$ cat config.mk
export PLATFORM = sky130hd
export DESIGN_NAME = rf_bus_regfile
export DESIGN_NICKNAME = d
export VERILOG_FILES = /design/src/rtl/rf_bus_pkg.sv /design/src/rtl/rf_bus_regfile_rdport.sv /design/src/rtl/rf_bus_regfile.sv
export SDC_FILE = /design/constraint.sdc
export NUM_CORES = 2
export LEC_CHECK = 0
export ABC_CLOCK_PERIOD_IN_PS = 2820
export BUFFER_PORTS_ARGS = -buffer_cell sky130_fd_sc_hd__buf_2
export CAP_MARGIN = 10
export CORE_ASPECT_RATIO = 1.1
export CORE_MARGIN = 5
export CORE_UTILIZATION = 45
export CTS_CLUSTER_SIZE = 28
export DETAILED_ROUTE_END_ITERATION = 12
export HOLD_SLACK_MARGIN = 0.1
export PLACE_DENSITY = 0.73
export SLEW_MARGIN = 20
export SYNTH_ARGS = -nofsm -noshare
export SYNTH_HDL_FRONTEND = slang
export SYNTH_SLANG_ARGS = --single-unit
$ cat constraint.sdc
create_clock -name clk -period 2.82 [get_ports clk]
set_clock_uncertainty 0.15 [all_clocks]
set_input_delay 0.423 -clock clk [delete_from_list [all_inputs] [get_ports clk]]
set_output_delay 0.423 -clock clk [all_outputs]
set_load 0.01 [all_outputs]
$ cat src/rtl/rf_bus_pkg.sv
// Shared constants and helper functions for the bus-mapped register file.
package rf_bus_pkg;

    localparam logic [15:0] DEFAULT_BASE_ADDR = 16'h0100;
    localparam int          DEFAULT_NREG      = 10;

    // Widest data path the byte-merge helper supports; callers cast in and out.
    localparam int MAX_DATA_W = 512;
    localparam int MAX_STRB_W = MAX_DATA_W / 8;

    // Window test done one bit wider than the address so base+nreg never wraps.
    // Addresses up to 32 bits are supported.
    function automatic logic rf_hit(input logic [31:0] addr,
                                    input logic [31:0] base,
                                    input int          nreg);
        logic [32:0] addrX;
        logic [32:0] lowX;
        logic [32:0] highX;
        addrX = {1'b0, addr};
        lowX  = {1'b0, base};
        highX = lowX + 33'(nreg);
        return (addrX >= lowX) && (addrX < highX);
    endfunction

    // Offset of an address from the window base; only meaningful on a hit.
    function automatic logic [31:0] rf_index(input logic [31:0] addr,
                                             input logic [31:0] base);
        return addr - base;
    endfunction

    // Replace each byte of oldData whose strobe bit is set with the byte of newData.
    function automatic logic [MAX_DATA_W-1:0] merge_bytes(input logic [MAX_DATA_W-1:0] oldData,
                                                          input logic [MAX_DATA_W-1:0] newData,
                                                          input logic [MAX_STRB_W-1:0] strb);
        logic [MAX_DATA_W-1:0] result;
        result = oldData;
        for (int k = 0; k < MAX_STRB_W; k++) begin
            if (strb[k]) begin
                result[8*k +: 8] = newData[8*k +: 8];
            end
        end
        return result;
    endfunction

endpackage

$ cat src/rtl/rf_bus_regfile_rdport.sv
// One registered read port: decodes its address, applies the write-first
// bypass and clear, and holds the data/valid/error flops.
module rf_bus_rdport
    import rf_bus_pkg::*;
#(
    parameter int                DATA_W    = 64,
    parameter int                NREG      = DEFAULT_NREG,
    parameter int                ADDR_W    = 16,
    parameter logic [ADDR_W-1:0] BASE_ADDR = ADDR_W'(DEFAULT_BASE_ADDR),
    parameter int                IDX_W     = (NREG > 1) ? $clog2(NREG) : 1
) (
    input  logic              clk,
    input  logic              reset_n,
    input  logic              re_i,
    input  logic [ADDR_W-1:0] addr_i,
    input  logic [DATA_W-1:0] regs_i [NREG],
    input  logic              clr_i,
    input  logic              byp_en_i,
    input  logic [IDX_W-1:0]  byp_idx_i,
    input  logic [DATA_W-1:0] byp_data_i,
    output logic [DATA_W-1:0] data_o,
    output logic              valid_o,
    output logic              err_o
);

    logic              rdHit;
    logic [IDX_W-1:0]  rdIdx;
    logic [DATA_W-1:0] rdVal;
    logic [DATA_W-1:0] data_q;
    logic              valid_q;
    logic              err_q;

    // Value the addressed register will hold after this edge's clear or write.
    always_comb begin
        rdHit = rf_hit(32'(addr_i), 32'(BASE_ADDR), NREG);
        rdIdx = IDX_W'(rf_index(32'(addr_i), 32'(BASE_ADDR)));
        rdVal = '0;
        if (rdHit && !clr_i) begin
            if (byp_en_i && (byp_idx_i == rdIdx)) begin
                rdVal = byp_data_i;
            end else begin
                rdVal = regs_i[rdIdx];
            end
        end
    end

    // Capture a read result; with no request the data holds and the flags drop.
    always_ff @(posedge clk or negedge reset_n) begin
        if (!reset_n) begin
            data_q  <= '0;
            valid_q <= 1'b0;
            err_q   <= 1'b0;
        end else if (re_i) begin
            data_q  <= rdVal;
            valid_q <= 1'b1;
            err_q   <= !rdHit;
        end else begin
            valid_q <= 1'b0;
            err_q   <= 1'b0;
        end
    end

    assign data_o  = data_q;
    assign valid_o = valid_q;
    assign err_o   = err_q;

endmodule

$ cat src/rtl/rf_bus_regfile.sv
// Bus-mapped register file: NREG registers of DATA_W bits at BASE_ADDR,
// one byte-strobed write port and two registered read ports.
module rf_bus_regfile
    import rf_bus_pkg::*;
#(
    parameter int                DATA_W    = 64,
    parameter int                NREG      = DEFAULT_NREG,
    parameter int                ADDR_W    = 16,
    parameter logic [ADDR_W-1:0] BASE_ADDR = ADDR_W'(DEFAULT_BASE_ADDR)
) (
    input  logic                  clk,
    input  logic                  reset_n,
    input  logic                  clr,
    input  logic                  we,
    input  logic [ADDR_W-1:0]     w_addr,
    input  logic [DATA_W-1:0]     w_data,
    input  logic [DATA_W/8-1:0]   w_strb,
    output logic                  w_err,
    input  logic                  re0,
    input  logic                  re1,
    input  logic [ADDR_W-1:0]     r_addr0,
    input  logic [ADDR_W-1:0]     r_addr1,
    output logic [DATA_W-1:0]     r_data0,
    output logic [DATA_W-1:0]     r_data1,
    output logic                  r_valid0,
    output logic                  r_valid1,
    output logic                  r_err0,
    output logic                  r_err1
);

    localparam int IDX_W = (NREG > 1) ? $clog2(NREG) : 1;

    logic [DATA_W-1:0] regs_q [NREG];
    logic              w_err_q;
    logic              wrHit;
    logic [IDX_W-1:0]  wrIdx;
    logic [DATA_W-1:0] wrOld;
    logic [DATA_W-1:0] wrMerged;
    logic              wrEn;

    // Decode the write and build the byte-merged value for the target register.
    always_comb begin
        wrHit    = rf_hit(32'(w_addr), 32'(BASE_ADDR), NREG);
        wrIdx    = IDX_W'(rf_index(32'(w_addr), 32'(BASE_ADDR)));
        wrOld    = wrHit ? regs_q[wrIdx] : '0;
        wrMerged = DATA_W'(merge_bytes(MAX_DATA_W'(wrOld), MAX_DATA_W'(w_data),
                                       MAX_STRB_W'(w_strb)));
        wrEn     = we && wrHit && !clr;
    end

    // Register storage: clear wins over a write; a miss only raises w_err.
    always_ff @(posedge clk or negedge reset_n) begin
        if (!reset_n) begin
            for (int i = 0; i < NREG; i++) begin
                regs_q[i] <= '0;
            end
            w_err_q <= 1'b0;
        end else begin
            if (clr) begin
                for (int i = 0; i < NREG; i++) begin
                    regs_q[i] <= '0;
                end
            end else if (wrEn) begin
                regs_q[wrIdx] <= wrMerged;
            end
            w_err_q <= we && !wrHit;
        end
    end

    assign w_err = w_err_q;

    rf_bus_rdport #(
        .DATA_W    (DATA_W),
        .NREG      (NREG),
        .ADDR_W    (ADDR_W),
        .BASE_ADDR (BASE_ADDR),
        .IDX_W     (IDX_W)
    ) u_rdport0 (
        .clk        (clk),
        .reset_n    (reset_n),
        .re_i       (re0),
        .addr_i     (r_addr0),
        .regs_i     (regs_q),
        .clr_i      (clr),
        .byp_en_i   (wrEn),
        .byp_idx_i  (wrIdx),
        .byp_data_i (wrMerged),
        .data_o     (r_data0),
        .valid_o    (r_valid0),
        .err_o      (r_err0)
    );

    rf_bus_rdport #(
        .DATA_W    (DATA_W),
        .NREG      (NREG),
        .ADDR_W    (ADDR_W),
        .BASE_ADDR (BASE_ADDR),
        .IDX_W     (IDX_W)
    ) u_rdport1 (
        .clk        (clk),
        .reset_n    (reset_n),
        .re_i       (re1),
        .addr_i     (r_addr1),
        .regs_i     (regs_q),
        .clr_i      (clr),
        .byp_en_i   (wrEn),
        .byp_idx_i  (wrIdx),
        .byp_data_i (wrMerged),
        .data_o     (r_data1),
        .valid_o    (r_valid1),
        .err_o      (r_err1)
    );

endmodule

* Word level (Yosys, flattened, before mapping)
Index checks and enable logic that the tools add are counted.
W data, S select, Z words.
** Operators by class
- Add/subtract/negate cells :: 3
- $lt $le $gt $ge :: 10
- Equality and inequality tests :: 2
- Muxes and demuxes :: 31
- Bitwise operators :: 3
- Reductions and logical operators :: 16
** Operators by type and width (number)
- $mux W640 :: 2
- $bmux W64 S4 :: 3
- $mux W64 :: 12
- $bwmux W640 :: 1
- $demux W64 S4 :: 1
- $mux W8 :: 8
- $ge A16 B9 Y1 const B :: 3
- $lt A16 B9 Y1 const B :: 3
- $ge A5 B5 Y1 const B :: 3
- $not A4 Y5 :: 3
- $sub A4 B1 Y4 const B :: 3
- $logic_and A1 B1 Y1 :: 11
- $eq A4 B4 Y1 :: 2
- $lt A5 B1 Y1 const B :: 1
- $logic_not A1 Y1 :: 4
- $mux W1 :: 4
- $reduce_bool A2 Y1 :: 1
** Storage, ports and cells
- Bits in registers :: 773
- Bits of input ports :: 126

* Depth between registers and ports, before layout
- Depth after elaboration :: 10
- Mapped depth :: 9
- Mapped depth without buffers :: 5

* Modules after synthesis
A second synthesis with hierarchy kept.
** Unflattened totals
- Cells, all modules :: 4561
- Area total of the unflattened synthesis :: 45284.7 µm²
** By module, submodules not included
- rf_bus_regfile :: times used 1, cells each 2789, area each 28996.6 µm², seq. area each 16040.4 µm²
- rf_bus_rdport :: times used 2, cells each 886, area each 8144.1 µm², seq. area each 1651.6 µm²

* Worst setup path after synthesis
No wires, ideal clock.
- Kind :: in2reg
- From :: input r_addr1[0]
- To :: register u_rdport1.data_q[10] (netlist: u_rdport1.data_o[10])
- Setup time :: 0.130 ns
- Arrival time :: 2.094 ns
- Data required time :: 2.540 ns
- Path slack :: 0.446 ns
- Stages :: 8
- Buffers on the path :: 3
- Cell sequence :: clkbuf_1 -> buf_2 -> buf_2 -> mux4_2 -> a221oi_1 -> a21oi_1 -> a21oi_1 -> o21ai_1
** Between the ends
- Longest elaborated chain between the ends :: 7
** RTL lines
- start, declared :: line rf_bus_regfile.sv:22 : input logic [ADDR_W-1:0] r_addr1,
- $sub A4 B1 Y4 :: line rf_bus_pkg.sv:28 : return addr - base;
- $not A4 Y5 (implied by the code) :: line rf_bus_regfile_rdport.sv:42 : rdVal = regs_i[rdIdx];
- $bmux W64 S4 :: line rf_bus_regfile_rdport.sv:42
- $mux W64 (implied by the code) (2 in a row) :: line rf_bus_regfile_rdport.sv:42
- $mux W64 :: line rf_bus_regfile_rdport.sv:39 : if (byp_en_i && (byp_idx_i == rdIdx)) begin
- $mux W64 (*) :: line rf_bus_regfile_rdport.sv:38 : if (rdHit && !clr_i) begin
- end signal, assigned :: line rf_bus_regfile_rdport.sv:54 : data_q <= rdVal;
- end, declared :: line rf_bus_regfile_rdport.sv:29 : logic [DATA_W-1:0] data_q;
Mark *: on every way between the ends. The rest lies on a longest branch, timed or not. The select of a mux whose other input is x is not followed.
A chain may end at the register's enable or synchronous reset.

* Worst setup path after layout
- From :: input w_addr[5]
- To :: register regs_q[521] in the netlist's numbering
** Between the ends
- Longest elaborated chain between the ends :: 7
** RTL lines
- start, declared :: line rf_bus_regfile.sv:15 : input logic [ADDR_W-1:0] w_addr,
- $ge A16 B9 Y1 / $lt A16 B9 Y1 (equally long branches) :: line rf_bus_pkg.sv:22 : return (addrX >= lowX) && (addrX < highX);
- $logic_and A1 B1 Y1 (*) :: line rf_bus_pkg.sv:22
- $mux W64 :: line rf_bus_regfile.sv:45 : wrOld = wrHit ? regs_q[wrIdx] : '0;
- $mux W8 :: line rf_bus_pkg.sv:38 : if (strb[k]) begin
- $bwmux W640 :: line rf_bus_regfile.sv:64 : regs_q[wrIdx] <= wrMerged;
- $mux W640 :: line rf_bus_regfile.sv:63 : end else if (wrEn) begin
- $mux W640 :: line rf_bus_regfile.sv:59 : if (clr) begin
- end signal, assigned by index :: line rf_bus_regfile.sv:64
- end, declared :: line rf_bus_regfile.sv:33 : logic [DATA_W-1:0] regs_q [NREG];
Marks and branches as above.

==> flow_summary.toml <==
[logic_synthesis]
ys_ff_latch = 773
synth_edf_count = 0
async_flop_share_pct = 100
syn_nets = 4442
yosysSeqAreaShare_pct = 41.8
synth_warnings = 0
synthCells = 4316
synthFlopType = "dfrtp_1"
yosysUniqueCellTypes = 62
synth.avg_cell_area_um2 = 10.7
syn_area_um2 = 46200

[setup_path]
crit_required_ns = 3.25
start_kind = "input port"
crit_buf_inv = 3
path_cells = "buf_2, nor4_2, and4_4, buf_4, nand2_1, buf_4, o31ai_2, a22o_1"
crit_family = "simple AND/OR/NAND/NOR gates"
reg2reg_slack_ns = 0.76
critPathSlowestCell = "and4_4"
path_class = "input port to register"
cp_data_arrival_time_ns = 2.55
worst_path_most_repeated_cell = "buf_4"
endpoint_kind = "register"
cp_slowest_stage_delay_ns = 0.48
cp_max_fo = 13

[timing]
worst_slew_pin_slew_ns = 0.896
tns_ns = 0
hold_viol = 0
rsz0062_at_grt = "false"
whs_ns = 0.112
post-route-period-util_pct = 75.2
max-slew-margin-rel_pct = 40.3
min_period_ns = 2.12
setup-violations-final = 0
fmax_ghz = 0.471
slew_viol_final = 0

[floorplanning]
die_w_um = 316
row_count = 123
ioPinCount = 259
initial_core_util_pct = 45.2
core-area_um2 = 102000
die_y_um = 346
dieArea_um2 = 109000

[finish]
drive_gt1_share_pct = 26.2
num_antenna_cells = 0
multi_input_area_um2 = 24900
seq_area_um2 = 19300
final_nets = 4711
syn_to_final_growth_pct = 17.1
nFillCells = 8738

[clock_tree]
worstSkewPairLatency_ns = 0.66
cts-root-buf = "clkbuf_16"
hold_buffers = 39
cts_sinks = 773
ctsResizeCount = 0
cts_max_path_buffers = 3
clkTransAtPathRegs_ns = 0.06
cts_setup_buffers = 0
h-tree-depth = 3
cts_buffers = 79
tritoncts = "yes"

[flow_run]
drv_cap = 0

[drt]
drc = 0
initialDrtViolationCount = 6227
route.vias.total = 42200
dr.pass1.iters = 10
wl_per_cell_um = 30.2
antenna_left = 0
drt-total-wl_um = 182000
vias_per_cell = 7.01

[grt]
grt_use_met3_pct = 9.95
antenna_found_initial = 4
grt-busiest-layer = "met2"
use_met2_pct = 48.1
grt_overflow_total = 0
grt_start_max_net_pins = 129
grt_pass1_vias = 42100
use_met1_pct = 40.9
track_usage_pct = 32.2
grt_pass1_wl_um = 269000

[placement]
gp_congestion = 0.902
dpl.hpwl_um = 106000
io_buffer_count = 258

[hold_path]
worst_hold_path_type = "input port to register"

[power_and_ir_drop]
p_leak_nw = 23.0
peakVddDrop_mv = 0.406
p_total_w = 0.0248
p_per_area_nw_per_um2 = 459

[run_status]
status = "finished, final reports clean"
cells in the mapped netlist (6+ instances only):
cell type  number  area, um^2
a211o_1        18         158
a21oi_1       128         641
a221o_1        44         440
a221oi_1       62         543
a22o_1        186        1630
a22oi_1         6        45.0
and2_1          7        43.8
buf_1          23        86.3
buf_2         109         546
buf_4           9        67.6
buf_6          10         113
buf_8           7         105
clkbuf_1      258         968
dfrtp_1       773       19300
inv_1          65         244
mux2_2        108        1220
mux2i_1       340        3400
mux4_2        256        5770
nand2_1       643        2410
nand2b_1        7        43.8
nor2_1         26        97.6
nor2b_1        72         450
o21ai_0        78         390
o21ai_1       631        3160
o221ai_2       59         886
o22ai_1       126         788
o311a_1        62         621
o31a_1         62         543
o31ai_1         6        45.0
o31ai_2        58         726
xor2_1          8        70.1
registers in the layout (all words and copies together) (netlist names):
signal,flops
regs_q,640
u_rdport1.data_o,64
u_rdport0.data_o,64
w_err,1
u_rdport0.valid_o,1
u_rdport1.valid_o,1
u_rdport1.err_o,1
u_rdport0.err_o,1
worst reg2reg max path, cell delays in order, from the launching register on:
cell and delay, ns:
dfrtp_1 0.41, mux4_2 0.49, o21ai_1 0.30, o31a_1 0.43
o21ai_1 0.13
per-layer routing:
metal | wire length (um) | up-vias
li1 | - | 17000
met1 | 64500 | 20600
met2 | 78300 | 3535
met3 | 24800 | 978
met4 | 14000 | 6
met5 | 33 | -
report_power, final:
| group | leakage, nW | switching (W) | internal [W] | total (W) |
|---|---|---|---|---|
| combinational | 10.9 | 0.00204 | 0.000891 | 0.00293 |
| sequential | 10.8 | 0.000000871 | 0.0111 | 0.0111 |
| clock | 1.27 | 0.00461 | 0.00619 | 0.0108 |
worst paths after layout:
check,to,depth (start not counted),startpoint
min in group asynchronous,regs_q[465],2,reset_n
worst min register to register,u_rdport0.data_o[60],2,u_rdport0.data_o[60]
max in group asynchronous,regs_q[547],3,reset_n
worst min-delay path,u_rdport0.data_o[51],4,w_data[51]
worst max register to register,regs_q[23],4,regs_q[407]
worst max-delay path,regs_q[521],8,w_addr[5]
cells in the final DEF (no fill, tap or decap), drive strengths merged, types with 5 or more instances in the layout:
cell / count
a211o: 18
mux4: 256
and2: 7
o31ai: 64
o21ai: 709
nor2: 29
mux2i: 340
dfrtp: 773
a221o: 44
nand2: 643
o22ai: 126
bufinv: 7
a21oi: 133
o311a: 62
nand4: 5
o221ai: 62
xor2: 8
a221oi: 62
buf: 573
mux2: 108
o31a: 62
inv: 66
nor4: 8
a22oi: 6
nand2b: 7
nor2b: 72
clkbuf: 111
dlygate4sd3: 39
clkinv: 15
a22o: 186
logic make-up (layout without fill, tap and decap cells):
logic type | Yosys count | after routing | share of synthesized area (%)
muxes | 704 | 704 | 22.5
xor gates and xnor gates | 8 | 8 | 0.152
and+or+nand+nor | 795 | 795 | 7.31
DFF | 773 | 773 | 41.8
AOI/OAI and AO/OA | 1547 | 1547 | 23.4
buffers and inverters | 489 | 811 | 4.79
stage by stage:
stage	utilization, %	cells	worst slack, ns	cell area [um^2]
2_1_floorplan	-	4316	0.446	46200
3_3_place_gp	50.1	5840	0.173	51200
3_5_place_dp	50.1	5840	0.0855	51200
4_1_cts	53.0	6013	0.748	54100
5_1_grt	53.0	6013	0.641	54100
6_report	53.0	6013	0.698	54100
cell type report:
cell class	count	share of cell area (%)
Inverter	65	0.455
Tap cell	1375	3.18
Sequential cell	773	35.7
Timing Repair Buffer	612	9.93
Clock inverter	23	0.543
Clock buffer	111	4.17
Multi-Input combinational cell	3054	46.0
Power figures use the tool's default switching activity.
